<file path="config.mk">
export PLATFORM = sky130hd
export DESIGN_NAME = uart_baud_gen_flat
export DESIGN_NICKNAME = d
export VERILOG_FILES = /design/src/rtl/uart_pkg.sv /design/src/rtl/uart_baud_gen_if.sv /design/src/rtl/uart_phase_acc.sv /design/src/rtl/uart_baud_gen.sv /design/src/flat_wrapper.sv
export SDC_FILE = /design/constraint.sdc
export NUM_CORES = 1
export LEC_CHECK = 0
export BUFFER_PORTS_ARGS = -buffer_cell sky130_fd_sc_hd__buf_2
export CORE_MARGIN = 4
export CORE_UTILIZATION = 34
export DETAILED_ROUTE_END_ITERATION = 16
export PLACE_DENSITY = 0.47
export SYNTH_ARGS = -nofsm -noshare
export SYNTH_HDL_FRONTEND = slang
export SYNTH_SLANG_ARGS = --single-unit
</file>
<file path="constraint.sdc">
create_clock -name clk -period 7.6 [get_ports clk]
set_input_delay 0.76 -clock clk [delete_from_list [all_inputs] [get_ports clk]]
set_output_delay 0.76 -clock clk [all_outputs]
set_load 0.03 [all_outputs]
</file>
<file path="src/rtl/uart_pkg.sv">
// uart_pkg: shared definitions for the UART baud-rate generator.
// Holds the rate-code width, the rate-code enumeration, the baud-rate lookup
// and the rate-code validity check used by the generator and its interface.
package uart_pkg;

    localparam int unsigned SEL_W    = 3;
    localparam int unsigned BAUD_MAX = 115_200;

    typedef enum logic [SEL_W-1:0] {
        BAUD_9600   = 3'd0,
        BAUD_19200  = 3'd1,
        BAUD_38400  = 3'd2,
        BAUD_57600  = 3'd3,
        BAUD_115200 = 3'd4
    } baud_code_e;

    function automatic logic sel_valid(input logic [SEL_W-1:0] code);
        return (code <= BAUD_115200);
    endfunction

    // Invalid codes map to 9600 so the increment is always well defined.
    function automatic int unsigned baud_rate(input logic [SEL_W-1:0] code);
        case (code)
            BAUD_19200:  return 19_200;
            BAUD_38400:  return 38_400;
            BAUD_57600:  return 57_600;
            BAUD_115200: return 115_200;
            default:     return 9_600;
        endcase
    endfunction

endpackage

</file>
<file path="src/rtl/uart_baud_gen_if.sv">
// uart_baud_gen_if: control/status bundle of the baud-rate generator.
//   en, restart, baud_sel        : driven by the controller (master)
//   rx_tick, tx_tick,
//   active_sel, sel_err          : driven by the generator (slave)
interface uart_baud_gen_if;
    import uart_pkg::*;

    logic             en;
    logic             restart;
    logic [SEL_W-1:0] baud_sel;
    logic             rx_tick;
    logic             tx_tick;
    logic [SEL_W-1:0] active_sel;
    logic             sel_err;

    modport master (
        output en, restart, baud_sel,
        input  rx_tick, tx_tick, active_sel, sel_err
    );

    modport slave (
        input  en, restart, baud_sel,
        output rx_tick, tx_tick, active_sel, sel_err
    );

endinterface

</file>
<file path="src/rtl/uart_phase_acc.sv">
// uart_phase_acc: fractional phase accumulator producing rx_tick.
//   clk, rst   : clock, synchronous active-high reset
//   clear      : restart; zeroes the phase
//   step       : advance the phase by inc this cycle
//   inc        : phase increment (OVERSAMPLE x baud)
//   tick_next  : combinational, rx_tick will be set at the coming edge
//   rx_tick    : registered one-cycle tick
module uart_phase_acc #(
    parameter int unsigned CLK_FREQ = 100_000_000,
    parameter int unsigned ACC_W    = 28
) (
    input  logic             clk,
    input  logic             rst,
    input  logic             clear,
    input  logic             step,
    input  logic [ACC_W-1:0] inc,
    output logic             tick_next,
    output logic             rx_tick
);

    localparam logic [ACC_W-1:0] LIMIT = ACC_W'(CLK_FREQ);

    logic [ACC_W-1:0] acc;
    logic [ACC_W-1:0] sum;
    logic             wrap;

    // acc < CLK_FREQ and inc < CLK_FREQ, so sum < 2*CLK_FREQ fits in ACC_W.
    always_comb begin
        sum       = acc + inc;
        wrap      = (sum >= LIMIT);
        tick_next = step && !clear && wrap;
    end

    always_ff @(posedge clk) begin
        if (rst || clear) begin
            acc     <= '0;
            rx_tick <= 1'b0;
        end else if (step) begin
            acc     <= wrap ? (sum - LIMIT) : sum;
            rx_tick <= wrap;
        end else begin
            rx_tick <= 1'b0;
        end
    end

endmodule

</file>
<file path="src/rtl/uart_baud_gen.sv">
// uart_baud_gen: UART baud-rate generator with exact long-term rate.
//   clk, rst : clock, synchronous active-high reset
//   bus      : uart_baud_gen_if.slave
//     en         run enable (0 holds phase)
//     restart    resynchronise phase and load baud_sel
//     baud_sel   rate code 0..4 (9600..115200), 5..7 invalid
//     rx_tick    pulse at OVERSAMPLE x baud
//     tx_tick    pulse at baud, on every OVERSAMPLE-th rx_tick
//     active_sel rate code in use
//     sel_err    pulse after a restart with an invalid code
module uart_baud_gen
    import uart_pkg::*;
#(
    parameter int unsigned CLK_FREQ   = 100_000_000,
    parameter int unsigned OVERSAMPLE = 16,
    parameter int unsigned ACC_W      = 28
) (
    input logic            clk,
    input logic            rst,
    uart_baud_gen_if.slave bus
);

    localparam int unsigned OS_W = (OVERSAMPLE > 1) ? $clog2(OVERSAMPLE) : 1;
    localparam logic [OS_W-1:0] OS_LAST = OS_W'(OVERSAMPLE - 1);

    if (OVERSAMPLE < 2 || OVERSAMPLE > 64) begin : g_bad_oversample
        $error("uart_baud_gen: OVERSAMPLE must be in 2..64");
    end
    if (64'(OVERSAMPLE) * 64'(BAUD_MAX) >= 64'(CLK_FREQ)) begin : g_bad_rate
        $error("uart_baud_gen: OVERSAMPLE x 115200 must be below CLK_FREQ");
    end
    if (ACC_W < 64 && (64'd1 << ACC_W) <= 64'd2 * 64'(CLK_FREQ)) begin : g_bad_acc_w
        $error("uart_baud_gen: ACC_W too narrow for 2*CLK_FREQ");
    end

    baud_code_e       active;
    logic [OS_W-1:0]  os_cnt;
    logic             tx_tick;
    logic             sel_err;
    logic [ACC_W-1:0] inc;
    logic             tick_next;
    logic             rx_tick;

    always_comb begin
        inc = ACC_W'(OVERSAMPLE * baud_rate(active));
    end

    uart_phase_acc #(
        .CLK_FREQ (CLK_FREQ),
        .ACC_W    (ACC_W)
    ) u_phase (
        .clk       (clk),
        .rst       (rst),
        .clear     (bus.restart),
        .step      (bus.en),
        .inc       (inc),
        .tick_next (tick_next),
        .rx_tick   (rx_tick)
    );

    // tick_next is the same-edge view of rx_tick, so tx_tick lands with the
    // rx_tick that completes the bit.
    always_ff @(posedge clk) begin
        if (rst) begin
            os_cnt  <= '0;
            tx_tick <= 1'b0;
            sel_err <= 1'b0;
            active  <= BAUD_9600;
        end else if (bus.restart) begin
            os_cnt  <= '0;
            tx_tick <= 1'b0;
            sel_err <= !sel_valid(bus.baud_sel);
            active  <= sel_valid(bus.baud_sel) ? baud_code_e'(bus.baud_sel) : BAUD_9600;
        end else begin
            sel_err <= 1'b0;
            tx_tick <= 1'b0;
            if (tick_next) begin
                if (os_cnt == OS_LAST) begin
                    os_cnt  <= '0;
                    tx_tick <= 1'b1;
                end else begin
                    os_cnt <= os_cnt + 1'b1;
                end
            end
        end
    end

    always_comb begin
        bus.rx_tick    = rx_tick;
        bus.tx_tick    = tx_tick;
        bus.active_sel = active;
        bus.sel_err    = sel_err;
    end

endmodule

</file>
<file path="src/flat_wrapper.sv">
// flat-port wrapper written by rule: the top's interface ports become plain ports
module uart_baud_gen_flat import uart_pkg::*;
#(
    parameter int unsigned CLK_FREQ   = 100_000_000,
    parameter int unsigned OVERSAMPLE = 16,
    parameter int unsigned ACC_W      = 28
)
  (clk, rst, bus_en, bus_restart, bus_baud_sel, bus_rx_tick, bus_tx_tick, bus_active_sel, bus_sel_err);
  uart_baud_gen_if bus_i ();
  input logic clk;
  input logic rst;
  input wire logic [$bits(bus_i.en)-1:0] bus_en;
  input wire logic [$bits(bus_i.restart)-1:0] bus_restart;
  input wire logic [$bits(bus_i.baud_sel)-1:0] bus_baud_sel;
  output wire logic [$bits(bus_i.rx_tick)-1:0] bus_rx_tick;
  output wire logic [$bits(bus_i.tx_tick)-1:0] bus_tx_tick;
  output wire logic [$bits(bus_i.active_sel)-1:0] bus_active_sel;
  output wire logic [$bits(bus_i.sel_err)-1:0] bus_sel_err;
  assign bus_i.en = bus_en;
  assign bus_i.restart = bus_restart;
  assign bus_i.baud_sel = bus_baud_sel;
  assign bus_rx_tick = bus_i.rx_tick;
  assign bus_tx_tick = bus_i.tx_tick;
  assign bus_active_sel = bus_i.active_sel;
  assign bus_sel_err = bus_i.sel_err;
  uart_baud_gen #(.CLK_FREQ(CLK_FREQ), .OVERSAMPLE(OVERSAMPLE), .ACC_W(ACC_W)) u_core (.clk(clk), .rst(rst), .bus(bus_i));
endmodule
</file>
==> results of run 1 <==
how the worst min path moves through the flow:
stage          cells past startpoint               end
3_3_place_gp                       2  u_core.os_cnt[0]
4_1_cts                            2  u_core.os_cnt[3]
2_1_floorplan                      2  u_core.os_cnt[0]
6_report                           2  u_core.os_cnt[3]
5_1_grt                            2  u_core.os_cnt[3]
3_5_place_dp                       2  u_core.os_cnt[3]
per-stage QoR:
step | hold WS, ns | worst slack, ns | utilization
finish | 0.486 | 3.29 | 0.381
global route | 0.522 | 2.93 | 0.381
CTS | 0.491 | 3.30 | 0.381
detailed placement | 0.480 | 3.34 | 0.367
global placement | 0.477 | 3.37 | 0.367
floorplan | 0.457 | 3.89 | -
sequential cells by signal (all words and copies together) (netlist names):
name / cells
u_core.os_cnt: 4
u_core.u_phase.rx_tick: 1
u_core.bus.tx_tick: 1
u_core.bus.sel_err: 1
u_core.u_phase.acc: 20
u_core.bus.active_sel: 3
cell usage in the layout, fill, tap and decap left out, types with 3 or more instances in the layout:
master / synthesis / routed
xor2_1: 10 / 10
buf_2: 0 / 12
nand3b_1: 5 / 5
ha_1: 13 / 13
nor2_1: 30 / 30
inv_1: 15 / 15
nand2b_1: 8 / 8
a21oi_1: 22 / 22
nand3_1: 11 / 11
nor3_1: 3 / 3
o211ai_1: 4 / 4
nand2_1: 31 / 31
dfxtp_1: 30 / 30
clkbuf_8: 0 / 6
or3_1: 3 / 3
mux2i_1: 4 / 4
o21ai_0: 27 / 27
xnor2_1: 15 / 15
and2_1: 4 / 4
nor3b_1: 3 / 3
a31oi_1: 4 / 4
layer usage:
metal  global-route usage  share of wire  vias up
li1                     -              -     1124
met5                    0              0        -
met4               0.0415         0.0092        0
met3               0.0265          0.047        4
met1                0.197           0.50     1034
met2                0.245           0.45       56
cell type report:
class | count | area (µm²)
Timing Repair Buffer | 12 | 60.1
Tap cell | 96 | 120
Clock inverter | 2 | 12.5
Multi-Input combinational cell | 250 | 1660
Inverter | 15 | 56.3
Fill cell | 722 | 4200
Sequential cell | 30 | 601
Clock buffer | 6 | 82.6
critical path, delay by kind of cell (launching register included):
kind                     cells  cell delay (ns)
AO/OA/AOI/OAI                4             0.99
buffers and inverters        3             0.22
adder cells (fa/ha/maj)      1             0.25
AND/OR/NAND/NOR             10             2.42
flip-flops                   1             0.39
kinds of logic (layout without fill, tap and decap cells):
group | Yosys count | in the layout | share of synthesized area
DFF | 30 | 30 | 0.253
muxes | 4 | 4 | 0.0169
adders and majority gates | 14 | 14 | 0.0769
xor gates and xnor gates | 25 | 25 | 0.0922
AOI/OAI and AO/OA | 91 | 91 | 0.263
and+or+nand+nor | 116 | 116 | 0.249
buffers and inverters | 27 | 35 | 0.0490
report_power, final:
| part | leakage, nW | switching (mW) | internal [mW] | total, mW |
|---|---|---|---|---|
| logic | 0.691 | 0.0537 | 0.0308 | 0.0845 |
| clock network | 0.0472 | 0.0661 | 0.0728 | 0.139 |
| registers | 0.243 | 0.00297 | 0.161 | 0.164 |
==> results.ini, run 1 <==
[status]
status=completed

[synth]
synth_ff_type=dfxtp_1
yosysWarningCount=0
syn_area_um2=2370
yosysMostFrequentCell=nand2_1
yosys.area.top_type_share=0.253
synth_edf_count=0
postSynthCellCount=307
synth-async-reset-ratio=0
synth.distinct_cells=64
synth_common_cells=nand2_1, dfxtp_1, nor2_1
synth_nets=328
ys_seq_area_frac=0.253
synth.area.top_cells=dfxtp_1, ha_1, o21ai_0
ys_seq_elements=30
yosys.area.top_type=dfxtp_1
avgSynthCellArea_um2=7.74

[hold_path]
hp-start=u_core.os_cnt[3]
hp-class=reg -> reg

[clocking]
holdBufCountCts=0
cts_tree=built
post_cts_buffers=0
clockBufferDepth=2
clock_sinks=30
cts_buffers=5
h-tree-depth=2
cts_resized=0
clk_pin_slew_ns=0.07
clk_latency_ns=0.28
cts_root_buffer=clkbuf_8

[critical_path]
endpoint=u_core.u_phase.acc[24]
slowest_delay_ns=0.55
startpoint=u_core.bus.active_sel[0]
rr_worst_depth=18
end_kind=flop
crit_arrival_ns=4.54
cp_common_cell=nor2_1
timing.rr.end=u_core.u_phase.acc[24]
required_ns=7.83
reg2reg_slack_ns=3.29
cp_max_fo=18
path_cells=nor2_1 > nand2_1 > inv_1 > nor2_1 > inv_1 > nor2_1 > inv_1 > ha_1 > a211oi_2 > nor2_1 > nor3_2 > o21ai_0 > or3b_1 > a311oi_2 > or2_1 > a31oi_1 > or4_1 > nand2_1
r2r_start=u_core.bus.active_sel[0]
critical_path_class=reg -> reg
critPathSlowestCell=or2_1
startpoint_type=flop

[placement]
gp_congestion=0.846
portBuffers=12
placed_cell_area_um2=2490
hpwl_mm=4.47
dpl.cell_count=403

[floorplanning]
io_pins=13
initial_core_util=0.350
fp.dieArea_um2=8390
core_um2=6790
num_rows=30
dieHeight_um=91.6
die_w_um=91.6

[cells_and_area]
fin_nets=335
area_growth_pct=9.06
final_cell_area_um2=2590
diodes=0
drive_gt1_frac=0.102
stdcell_count=411

[routing]
drt-pass1-iter-count=5
drc_errors=0
wl_per_cell_um=14.5
drt_wl_total_mm=5.97
vias_per_cell=5.40
antenna_left=0
vias=2218
drtIter0Drc=97

[sta]
timing.final.crit_share=0.567
clock_skew_ns=0.00713
period_needed_ns=4.31
rsz0062_at_grt=false
worstMarginPinSlew_ns=0.978
clock.fmax_mhz=232
hold_viol=0
setup_viol=0
relSlewSlack=0.346
slew_viol_final=0
tns_ns=0

[global_route]
antenna_found_initial=0
grt-ovfl-total=0
grt_max_degree=38
grt_usage=0.148
grt_pass1_wl_mm=10.0
grt_pass1_vias=2018

[pwr]
power_density_nw_per_um2=150
power_mw=0.387
power_leakage_nw=0.982
ir_worst_vdd_uv=57.3

[run]
maxCapViolations=0

Note: power is estimated with default switching activity, not from simulation.
==> inputs of run 2 (changes only) <==
Settings changed: PLACE_DENSITY 0.47 to 0.49.
Clock period 7.6 ns to 3.76 ns, I/O delays scaled along.
==> run 2 against run 1 <==
Against the previous run: register-to-register slack worse by 3.1 ns; combinational power rose to 2.8 times the previous value; die area stayed put; flip-flop and latch count unchanged; non-clock buffer count up 35; core utilization is 7.1 points higher; fmax is 20% higher; sequential power up 100%; largest power group unchanged; cell area grew 19%; sequential share of layout area decreased by 3.3 points; highest routed layer unchanged.
==> results.ini, run 2 (synthesized netlist as in run 1, its figures left out) <==
[clocking]
clk_latency_ns=0.28  ; about the same
clockBufferDepth=2  ; unchanged
cts_root_buffer=clkbuf_8
cts_tree=built
h-tree-depth=2  ; unchanged
clk_pin_slew_ns=0.07  ; about the same
clock_sinks=30  ; unchanged
cts_buffers=5  ; unchanged

[global_route]
grt_usage=0.151  ; +0.00264
grt-ovfl-total=0  ; unchanged
grt_pass1_wl_mm=10.3  ; +3.0%
antenna_found_initial=0  ; unchanged
grt_pass1_vias=2207  ; +9.4%
grt_max_degree=38  ; unchanged

[critical_path]
path_cells=buf_4 > nand2b_1 > and2_1 > ha_1 > o21ai_2 > a21oi_4 > buf_4 > o211a_1 > a2111oi_4 > nand4b_1 > a311oi_2 > or2_4 > a31oi_1 > or4_1 > nand2_1
critPathSlowestCell=or4_1
worst_path_dominant_cell_family=simple AND/OR/NAND/NOR gates
end_kind=flop
cp_max_fo=8  ; -10
cp_common_cell=buf_4
startpoint_type=flop
required_ns=3.99  ; -3.84 ns
critical_path_class=reg -> reg
crit_arrival_ns=3.81  ; -0.73 ns
worst-path-buf-inv=2  ; -1
slowest_delay_ns=0.41  ; -0.14 ns

[cells_and_area]
fin_nets=370  ; +10%
area_growth_pct=29.2
largest-register=u_core.u_phase.acc
final_cell_mix=buf_4, nand2_1, dfxtp_1
diodes=0  ; unchanged
largest_reg_flops=20  ; unchanged
stdcell_count=446  ; +8.5%
drive_gt1_frac=0.283  ; +0.181
layout_commonest_cell=buf_4

[status]
status=completed

[routing]
vias_per_cell=5.16  ; -4.4%
wl_per_cell_um=14.1  ; -2.9%
drt-pass1-iter-count=4  ; -1
drt_wl_total_mm=6.29  ; +5.4%
antenna_left=0  ; unchanged
vias=2302  ; +3.8%
drtIter0Drc=86  ; -11%
drc_errors=0  ; unchanged

[sta]
clock_skew_ns=0.00895  ; +0.00182 ns
hold_viol=0  ; unchanged
setup_viol=0  ; unchanged
hold_ws_ns=0.340  ; -0.146 ns
worstMarginPinSlew_ns=1.00  ; +0.0248 ns
slew_viol_final=0  ; unchanged
period_needed_ns=3.58  ; -0.730 ns
relSlewSlack=0.329  ; -0.0166
clock.fmax_mhz=279  ; +20%
timing.final.crit_share=0.952  ; +0.385

[placement]
portBuffers=12  ; unchanged
hpwl_mm=4.63  ; +3.7%
gp_congestion=0.840  ; -0.71%
dpl.cell_count=433  ; +7.4%

[floorplanning]
io_pins=13  ; unchanged
initial_core_util=0.350  ; unchanged
fp.dieArea_um2=8390  ; unchanged
core_um2=6790  ; unchanged
num_rows=30  ; unchanged
die_w_um=91.6  ; unchanged
dieHeight_um=91.6  ; unchanged

[pwr]
ir_worst_vdd_uv=162  ; +180%
power_leakage_nw=1.21  ; +23%
power_mw=0.843  ; +120%
power_density_nw_per_um2=275  ; +84%

[run]
maxCapViolations=0  ; unchanged

[hold_path]
hp-class=in -> reg

## run 2: changes by cell type in the layout (fill, tap and decap cells not counted), sizes merged
cell / previous run / this run
buf: 12 / 47
## run 2: timing repair
action	in CTS	in global routing
hold endpoints to repair	0	0
pin swaps	4	18
resized for setup	9	43
buffers inserted	1	5
hold buffers	0	0
setup endpoints to repair	14	26
## run 2: layout make-up
type	count	area, µm²
fillers	693	3720
multi-input cells	250	1870
flip-flops and latches	30	609
repair buffers	47	323
well taps	96	120
clock buffers	6	82.6
inverters	15	56.3
clock inverters	2	12.5
## run 2: final timing paths
kind,from,endpoint,slack (ns),cells past startpoint
hold / removal,rst,u_core.bus.active_sel[2],0.34,2
setup reg to reg,u_core.bus.active_sel[2],u_core.u_phase.acc[24],0.18,15
hold reg to reg,u_core.os_cnt[0],u_core.os_cnt[0],0.49,2
setup / recovery,u_core.bus.active_sel[2],u_core.u_phase.acc[24],0.18,15
## run 2: metal layers
layer | vias up | share of wire | global-route usage
met3 | 8 | 0.022 | 0.0265
li1 | 1186 | - | -
met4 | 0 | 0.015 | 0.0553
met1 | 1071 | 0.48 | 0.202
met2 | 37 | 0.48 | 0.242
met5 | - | 0 | 0
## run 2: where the power goes
group,switching (mW),internal [mW]
clock,0.129,0.147
sequential,0.00598,0.325
combinational,0.130,0.106
total,0.265,0.578
## run 2: through the flow
stage          TNS (ns)  instance area (µm²)  setup WS, ns   util
5_1_grt         -0.0128                 3070      -0.00967  0.452
3_3_place_gp     -0.798                 2720        -0.248  0.400
3_5_place_dp     -0.367                 2720        -0.121  0.400
4_1_cts               0                 2860        0.0130  0.422
6_report              0                 3070         0.179  0.452
2_1_floorplan         0                 2370        0.0515      -
==> inputs of run 3 (changes only) <==
Settings changed: BUFFER_PORTS_ARGS -buffer_cell sky130_fd_sc_hd__buf_2 to unset, DONT_BUFFER_PORTS set to 1, PLACE_DENSITY 0.49 to 0.48.
==> run 3 against run 2 <==
Against the previous run: clock power up 5%; hold slack worse by 0.20 ns; global-route usage up 0.35 points; sequential power about the same; cell area down 1.4%; fmax down 1.1%; highest routed layer unchanged; critical path type unchanged; clock skew down 0.0015 ns.
==> results.ini, run 3 (synthesized netlist as in run 1, its figures left out) <==
[placement]
dpl.cell_count=422  ; -2.5%
place_ws_ns=-0.248  ; -0.127 ns
hpwl_mm=4.75  ; +2.6%
gp_congestion=0.851  ; +1.3%
portBuffers=0  ; -12

[sta]
worstMarginPinSlew_ns=0.974  ; -0.0290 ns
setup_viol=0  ; unchanged
relSlewSlack=0.348  ; +0.0194
setup_ws_ns=0.140  ; -0.0394 ns
timing.final.crit_share=0.963  ; +0.0105
period_needed_ns=3.62  ; +0.0394 ns
clock_skew_ns=0.00741  ; -0.00154 ns
hold_ws_ns=0.139  ; -0.202 ns
slew_viol_final=0  ; unchanged
hold_viol=0  ; unchanged
clock.fmax_mhz=276  ; -1.1%

[cells_and_area]
diodes=0  ; unchanged
drive_gt1_frac=0.263  ; -0.0195
stdcell_count=434  ; -2.7%
layout_commonest_cell=buf_4
largest-register=u_core.u_phase.acc
fin_nets=358  ; -3.2%
area_growth_pct=27.4
ff_latch_area_um2=607  ; -0.41%
multi_input_area_um2=1870  ; +0.20%
largest_reg_flops=20  ; unchanged
final_cell_mix=buf_4, nand2_1, dfxtp_1
nFillCells=679  ; -2.0%

[global_route]
use_met3=0.0290  ; +0.00249
grt_max_degree=38  ; unchanged
grt_pass1_vias=2126  ; -3.7%
antenna_found_initial=0  ; unchanged
grt.met2_usage=0.246  ; +0.00426
grt_usage=0.155  ; +0.00349
grt_busiest_layer=met2
grtUsageMet1=0.214  ; +0.0120
grt-ovfl-total=0  ; unchanged
grt_pass1_wl_mm=10.4  ; +0.74%

[clocking]
cts_tree=built
clk_pin_slew_ns=0.08  ; about the same
clk_latency_ns=0.29  ; about the same
clockBufferDepth=2  ; unchanged
cts_root_buffer=clkbuf_8
holdBufCountCts=0  ; unchanged
clock_sinks=30  ; unchanged
h-tree-depth=2  ; unchanged
cts_buffers=5  ; unchanged

[hold_path]
hold_depth=1  ; -1
hp-class=in -> reg
hp-start=rst
min_to=u_core.bus.active_sel[1]

[critical_path]
slowest_delay_ns=0.40  ; about the same
timing.rr.end=u_core.u_phase.acc[24]
r2r_start=u_core.bus.active_sel[1]
cp_common_cell=xor2_2
critPathSlowestCell=or3b_4
required_ns=3.99  ; about the same
rr_worst_depth=16  ; +1
worst-path-buf-inv=2  ; unchanged
crit_arrival_ns=3.85  ; +0.04 ns
reg2reg_slack_ns=0.14  ; -0.04 ns
cp_max_fo=6  ; -2
critical_path_class=reg -> reg
end_kind=flop
worst_path_dominant_cell_family=simple AND/OR/NAND/NOR gates
startpoint_type=flop
path_cells=nor2_4 > xor2_2 > ha_2 > inv_1 > fa_2 > nand2b_4 > buf_4 > a21oi_4 > xor2_2 > a21oi_2 > or3b_4 > a311oi_4 > or2_4 > a31oi_1 > or4_1 > nand2_1

[pwr]
pwr-share-clk=0.342  ; +0.014
power_leakage_nw=1.16  ; -4.1%
sw_frac_of_total=0.320  ; +0.00554
power_switching_mw=0.272  ; +2.6%
ir_worst_vdd_uv=119  ; -27%
combPwrFrac=0.266  ; -0.013
power_density_nw_per_um2=281  ; +2.2%
seqPwrFrac=0.392  ; about the same
p_int_mw=0.578  ; about the same

[floorplanning]
dieHeight_um=91.6  ; unchanged
die_w_um=91.6  ; unchanged
initial_core_util=0.350  ; unchanged
core_um2=6790  ; unchanged
io_pins=13  ; unchanged
fp.dieArea_um2=8390  ; unchanged
num_rows=30  ; unchanged

[routing]
vias_per_cell=5.24  ; +1.4%
antenna_left=0  ; unchanged
vias=2272  ; -1.3%
drc_errors=0  ; unchanged
drt_wl_total_mm=6.44  ; +2.3%
drtIter0Drc=91  ; +5.8%
drt-pass1-iter-count=4  ; unchanged
wl_per_cell_um=14.8  ; +5.1%

[status]
status=completed

[run]
maxCapViolations=0  ; unchanged

==> run 3: through the flow <==
step | setup TNS (ns) | total power [mW] | utilization | cell area (µm²)
3_3_place_gp | -1.69 | 0.533 | 0.394 | 2680
2_1_floorplan | 0 | 0.469 | - | 2370
4_1_cts | 0 | 0.832 | 0.417 | 2840
3_5_place_dp | -1.89 | 0.529 | 0.394 | 2680
5_1_grt | -0.0521 | 0.893 | 0.445 | 3030
6_report | 0 | 0.849 | 0.445 | 3030
==> run 3: cell type report <==
| cell class | instances | area share |
|---|---|---|
| Clock buffer | 6 | 0.0273 |
| Timing Repair Buffer | 35 | 0.0922 |
| Tap cell | 96 | 0.0397 |
| Sequential cell | 30 | 0.200 |
| Inverter | 15 | 0.0186 |
| Clock inverter | 2 | 0.00413 |
| Multi-Input combinational cell | 250 | 0.618 |
==> run 3: layer usage <==
layer | wire, µm | part of all wire
met1 | 3120 | 0.49
met2 | 2970 | 0.46
met3 | 277 | 0.043
met4 | 64 | 0.0099
met5 | 0 | 0
==> run 3: worst max path at each step <==
stage	start	depth (start not counted)	endpoint	slack (ns)
finish	u_core.bus.active_sel[1]	16	u_core.u_phase.acc[24]	0.14
global route	u_core.bus.active_sel[1]	20	u_core.os_cnt[3]	-0.02
CTS	u_core.bus.active_sel[1]	21	u_core.u_phase.acc[24]	0.005
detailed placement	u_core.bus.active_sel[1]	18	u_core.u_phase.acc[24]	-0.25
global placement	u_core.bus.active_sel[0]	18	u_core.u_phase.acc[24]	-0.27
floorplan	u_core.bus.active_sel[0]	20	u_core.u_phase.acc[11]	0.05
==> run 3: power by group through the flow <==
| stage | Combinational (mW) | Clock [mW] | Sequential (mW) |
|---|---|---|---|
| 2_1_floorplan | 0.129 | 0 | 0.340 |
| 3_3_place_gp | 0.193 | 0 | 0.339 |
| 3_5_place_dp | 0.189 | 0 | 0.339 |
| 4_1_cts | 0.200 | 0.299 | 0.333 |
| 5_1_grt | 0.249 | 0.310 | 0.334 |
| 6_report | 0.226 | 0.291 | 0.333 |
==> run 3: repair_timing <==
item	in CTS	in global routing
pin swaps	6	15
gates resized for setup	20	34
buffers inserted	0	4
setup endpoints to repair	25	26
